## src/rtl/addr_mem_reader_if.sv

```systemverilog
// rtl/addr_mem_reader_if.sv - address, RAM and data stream bundle for addr_mem_reader
interface addr_mem_reader_if #(
  parameter int ADDR_W = 10,
  parameter int DATA_W = 8
);
  logic              addr_valid;
  logic              addr_ready;
  logic [ADDR_W-1:0] addr;
  logic              store;

  logic              mem_en;
  logic [ADDR_W-1:0] mem_addr;
  logic [DATA_W-1:0] mem_rdata;

  logic              data_valid;
  logic              data_ready;
  logic [DATA_W-1:0] data;

  modport slave (
    input  addr_valid, addr, store, mem_rdata, data_ready,
    output addr_ready, mem_en, mem_addr, data_valid, data
  );

  modport master (
    output addr_valid, addr, store, mem_rdata, data_ready,
    input  addr_ready, mem_en, mem_addr, data_valid, data
  );
endinterface

```

## src/rtl/addr_mem_reader.sv

```systemverilog
// rtl/addr_mem_reader.sv - issues RAM reads for an address stream, 2-entry FIFO hides read latency
module addr_mem_reader #(
  parameter int ADDR_W = 10,
  parameter int DATA_W = 8
) (
  input  logic clk_i,
  input  logic rst_i,
  input  logic run_i,
  input  logic gen_done_i,
  output logic done_o,
  addr_mem_reader_if.slave bus
);

  logic [1:0]        count_q, count_d;
  logic              inflight_q;
  logic              keep_q;
  logic              rd_ptr_q;
  logic              wr_ptr_q;
  logic              done_q, done_d;
  logic [DATA_W-1:0] fifo_q [2];
  logic [ADDR_W-1:0] addr_w;

  logic pop;
  logic push;
  logic accept;

  assign bus.data_valid = (count_q != 2'd0);
  assign bus.data       = fifo_q[rd_ptr_q];
  assign pop            = bus.data_valid & bus.data_ready;

  // A read in flight already owns a FIFO slot, so it counts against the credit.
  assign bus.addr_ready = ((count_q + {1'b0, inflight_q}) < 2'd2) | pop;
  assign accept         = bus.addr_valid & bus.addr_ready;

  assign addr_w       = bus.addr;
  assign bus.mem_en   = accept;
  assign bus.mem_addr = addr_w;

  assign push   = inflight_q & keep_q;
  assign done_o = done_q;

  always_comb begin
    count_d = count_q + {1'b0, push} - {1'b0, pop};
    done_d  = done_q;
    if (run_i) begin
      done_d = 1'b0;
    end else if (gen_done_i && !inflight_q && (count_q == 2'd0)) begin
      done_d = 1'b1;
    end
  end

  always_ff @(posedge clk_i) begin
    if (rst_i) begin
      count_q    <= 2'd0;
      inflight_q <= 1'b0;
      keep_q     <= 1'b0;
      rd_ptr_q   <= 1'b0;
      wr_ptr_q   <= 1'b0;
      done_q     <= 1'b0;
    end else begin
      count_q    <= count_d;
      inflight_q <= accept;
      keep_q     <= bus.store;
      done_q     <= done_d;
      if (push) begin
        wr_ptr_q <= ~wr_ptr_q;
      end
      if (pop) begin
        rd_ptr_q <= ~rd_ptr_q;
      end
    end
  end

  // Storage needs no reset; count_q alone decides which entries are live.
  always_ff @(posedge clk_i) begin
    if (!rst_i && push) begin
      fifo_q[wr_ptr_q] <= bus.mem_rdata;
    end
  end

endmodule

```

## src/flat_wrapper.sv

```systemverilog
// flat-port wrapper written by rule: the top's interface ports become plain ports
module addr_mem_reader_flat 
#(
  parameter int ADDR_W = 10,
  parameter int DATA_W = 8
)
  (clk_i, rst_i, run_i, gen_done_i, done_o, bus_addr_valid, bus_addr, bus_store, bus_mem_rdata, bus_data_ready, bus_addr_ready, bus_mem_en, bus_mem_addr, bus_data_valid, bus_data);
  addr_mem_reader_if #(.ADDR_W(ADDR_W), .DATA_W(DATA_W)) bus_i ();
  input  logic clk_i;
  input  logic rst_i;
  input  logic run_i;
  input  logic gen_done_i;
  output logic done_o;
  input wire logic [$bits(bus_i.addr_valid)-1:0] bus_addr_valid;
  input wire logic [$bits(bus_i.addr)-1:0] bus_addr;
  input wire logic [$bits(bus_i.store)-1:0] bus_store;
  input wire logic [$bits(bus_i.mem_rdata)-1:0] bus_mem_rdata;
  input wire logic [$bits(bus_i.data_ready)-1:0] bus_data_ready;
  output wire logic [$bits(bus_i.addr_ready)-1:0] bus_addr_ready;
  output wire logic [$bits(bus_i.mem_en)-1:0] bus_mem_en;
  output wire logic [$bits(bus_i.mem_addr)-1:0] bus_mem_addr;
  output wire logic [$bits(bus_i.data_valid)-1:0] bus_data_valid;
  output wire logic [$bits(bus_i.data)-1:0] bus_data;
  assign bus_i.addr_valid = bus_addr_valid;
  assign bus_i.addr = bus_addr;
  assign bus_i.store = bus_store;
  assign bus_i.mem_rdata = bus_mem_rdata;
  assign bus_i.data_ready = bus_data_ready;
  assign bus_addr_ready = bus_i.addr_ready;
  assign bus_mem_en = bus_i.mem_en;
  assign bus_mem_addr = bus_i.mem_addr;
  assign bus_data_valid = bus_i.data_valid;
  assign bus_data = bus_i.data;
  addr_mem_reader #(.ADDR_W(ADDR_W), .DATA_W(DATA_W)) u_core (.clk_i(clk_i), .rst_i(rst_i), .run_i(run_i), .gen_done_i(gen_done_i), .done_o(done_o), .bus(bus_i));
endmodule
```

## config.mk

```make
export PLATFORM = sky130hd
export DESIGN_NAME = addr_mem_reader_flat
export DESIGN_NICKNAME = d
export VERILOG_FILES = /design/src/rtl/addr_mem_reader_if.sv /design/src/rtl/addr_mem_reader.sv /design/src/flat_wrapper.sv
export SDC_FILE = /design/constraint.sdc
export NUM_CORES = 1
export LEC_CHECK = 0
export CAP_MARGIN = 20
export CORE_MARGIN = 4
export CORE_UTILIZATION = 40
export CTS_CLUSTER_SIZE = 30
export DETAILED_ROUTE_END_ITERATION = 10
export DONT_BUFFER_PORTS = 1
export SETUP_SLACK_MARGIN = 0.1
export SLEW_MARGIN = 15
export SYNTH_ARGS = -nofsm -noshare
export SYNTH_HDL_FRONTEND = slang
export SYNTH_SLANG_ARGS = --single-unit
```

## constraint.sdc

```tcl
create_clock -name clk_i -period 2.1 [get_ports clk_i]
set_input_delay 0.315 -clock clk_i [delete_from_list [all_inputs] [get_ports clk_i]]
set_output_delay 0.315 -clock clk_i [all_outputs]
set_load 0.01 [all_outputs]
```

==> results.md <==
- Clock root buffer: clkbuf_4
- TritonCTS clock tree: done
- Largest net degree at the start of global routing: 14
- Buf/Inv on CP: 0
- Hold Path Depth: 1
- Reg-to-reg slack, setup: 0.62 ns
- Seq/Total Area, Yosys: 60.1%
- Num ports: 47
- Starting DRT DRC Count: 8
- Post-layout net count: 97
- Kind of critical path: reg -> out
- Reg power frac: 57.3%
- Compound-Gate Fraction of Synth Area: 6.57%
- Filler cell count: 253
- Worst path slowest cell: dfxtp_1
- Core area: 2500 µm²
- Combinational power share: 24.2%
- Initial antenna violation count: 0
- Worst setup margin: 0.384 ns
- Status: completed
- Critical Path End Type: output pin
- Setup Viol. Count Final: 0
- Tcrit/Tclk final: 81.7%
- Final ANT Viol Nets: 0
- Warnings from Yosys: 0
- Post_cts resized: 0
- GR Overflow Total: 0
- Mapped Cells: 75
- Least-Margin Pin Slew: 0.415 ns
- Die height: 59.6 µm
- Top delay family on crit path: flip-flops
- Clock Tree Buf Depth: 2
- Slew Viols, Final: 0
- Maxcap violations: 0
- Pwr Density: 991 nW/µm²
- Diode count: 0
- CTS Sinks: 24
- Hold EP: u_core.inflight_q
- Setup repair after global routing missed its margin: no
- Critical path origin: u_core.count_q[1]
- Clock latency on the worst-skew pair: 0.30 ns
- Post-synth cell types: 22
- Critical-path cell list: and4bb_4 > a211oi_1
- Die width: 59.6 µm
- Reg clk slew, reported paths: 0.12 ns
- Largest family of logic cells by synthesized area: multiplexers
- CTS buffer count: 3
- Layout cells sized above 1: 27.5%
- Post-CTS Hold Fix Bufs: 0
- Final min period: 1.72 ns
- Worst hold path type: in -> reg
- Simple-gate share of the synthesized area: 8.92%
- Tot Pwr: 1.05 mW
- Int Power: 0.763 mW
- Area growth from synthesis to layout: -0.586%
- Mean routed wirelength per cell: 16.8 µm
- Mapped Nets: 102
- Worst-case reg-to-reg path depth: 6
- Maximum clock frequency: 0.583 GHz
- Slowest stage delay, CP: 0.43 ns
- Synth Area in XOR/XNOR: 2.11%
- Worst path arrival time: 1.40 ns
- Initial Util: 42.6%
- #FFs+latches synth: 24
- Vias in the first global route: 540
- Mux contribution to synthesized area: 10.6%
- Tot GR Track Use: 9.75%
- Normalized max-slew margin: 72.2%
- H-tree depth: 1
- Power share of the clock group: 18.5%
- Vias: 533
- Synthesized area per cell: 14.2 µm²
- Vias per cell: 5.38
- Synth Cell Area: 1070 µm²
- Final Hold Viols: 0
- Place WS: 0.638 ns
- Post-CTS Setup Inserts: 0
- Adder-Cell Fraction of Synth Area: 2.35%
- Hpwl dp: 1230 µm
- Startpoint Class: flip-flop
- Leak: 0.374 nW
- Required @ worst endpoint: 1.78 ns
- Crit-path max FO: 6
- Dpl cells: 95
- FF-to-FF Start: u_core.count_q[0]
- Fin cells: 99
- Worst R2R End: u_core.count_q[1]
- Min-delay src: rst_i
- IO Port Bufs: 0
- DRT Pass-1 Iters: 3
- Post-route setup TNS: 0 ns
- First-pass GRT wire length: 2500 µm
- Max rail drop VDD: 0.000629 V
- Routability Congestion: 0.700
- DRC: 0
- Sw frac: 27.3%
- Die area: 3560 µm²
- Worst clock skew: 0.00467 ns
- Post-Route WL: 1660 µm
- NetSw: 0.287 mW
- Num rows: 18
[through the flow]
stage / area [µm²] / util, % / hold slack (ns)
6_report: 1060 / 42.4 / 0.0590
3_3_place_gp: 1030 / 41.3 / 0.382
3_5_place_dp: 1030 / 41.3 / 0.382
5_1_grt: 1060 / 42.4 / 0.0186
4_1_cts: 1060 / 42.4 / 0.0460
2_1_floorplan: 1070 / - / 0.414
[metal layers]
layer / global-route usage (%) / wire (µm) / share of wire, %
met1: 9.23 / 576 / 35
met2: 16.8 / 835 / 50
met3: 5.01 / 229 / 14
met4: 5.38 / 17 / 1.0
met5: 0 / 0 / 0
[layout make-up]
cell class	instances	area (µm²)	area share (%)
clock buffer	3	22.5	2.13
sequential	24	641	60.4
inverter	4	15.0	1.42
clock inverter	1	3.75	0.354
timing repair buffer	2	15.0	1.42
tap	30	37.5	3.54
multi-input combinational	35	325	30.7
[cell usage after synthesis, drive strengths merged]
| library cell | number | area share, % |
|---|---|---|
| o21a | 2 | 1.4 |
| nor3b | 1 | 0.70 |
| nor2b | 4 | 2.3 |
| nor4b | 1 | 0.82 |
| buf | 12 | 8.0 |
| dfxtp | 8 | 15 |
| edfxtp | 16 | 45 |
| mux2 | 10 | 11 |
| and4bb | 1 | 1.5 |
| nor3 | 1 | 0.47 |
| inv | 4 | 1.4 |
| nand2 | 2 | 0.70 |
| a211oi | 1 | 0.70 |
| nor2 | 3 | 1.1 |
| ha | 2 | 2.3 |
| or2 | 1 | 0.59 |
| a21bo | 1 | 0.94 |
| a21oi | 2 | 0.94 |
| a2111oi | 1 | 2.6 |
| xnor3 | 1 | 2.1 |
| nand3b | 1 | 0.70 |
[how the worst max path moves through the flow]
stage | to | slack (ns) | cells after the start
floorplan | u_core.fifo_q[1][0] | 0.54 | 2
global placement | u_core.count_q[1] | 0.69 | 6
detailed placement | u_core.count_q[1] | 0.64 | 6
CTS | bus_mem_en | 0.37 | 2
global route | bus_mem_en | 0.29 | 2
finish | bus_mem_en | 0.38 | 2
[state kept, by name (all words and copies together) (netlist names), named ones only]
register,cells
u_core.inflight_q,1
u_core.done_o,1
u_core.fifo_q,16
u_core.rd_ptr_q,1
u_core.wr_ptr_q,1
u_core.keep_q,1
u_core.count_q,2
[power by group through the flow]
stage	Combinational, mW	Sequential, mW	Clock [mW]
after floorplan	0.271	0.584	0
after global placement	0.250	0.613	0
after detailed placement	0.256	0.615	0
after CTS	0.259	0.605	0.204
after global routing	0.285	0.610	0.229
final	0.254	0.602	0.194
[cell usage in the layout (no fill, tap or decap)]
master / n
buf_4: 2
ha_1: 2
nor3_1: 1
edfxtp_1: 16
clkbuf_4: 3
clkinv_1: 1
o21a_1: 2
a211oi_1: 1
mux2_2: 10
a21bo_2: 1
a21oi_1: 2
inv_1: 4
a2111oi_4: 1
nand3b_1: 1
and4bb_4: 1
nor2b_1: 4
or2_2: 1
nor2_1: 3
dfxtp_1: 8
xnor3_1: 1
nor3b_1: 1
nand2_1: 2
nor4b_1: 1
[logic make-up (layout without fill, tap and decap cells)]
| group | Yosys count | in the layout |
|---|---|---|
| AO/OA/AOI/OAI | 7 | 7 |
| adder cells (fa/ha/maj) | 2 | 2 |
| AND/OR/NAND/NOR | 15 | 15 |
| XOR/XNOR | 1 | 1 |
| multiplexers | 10 | 10 |
| flip-flops | 24 | 24 |
| buffers and inverters | 16 | 10 |
Note: power is estimated with default switching activity, not from simulation.
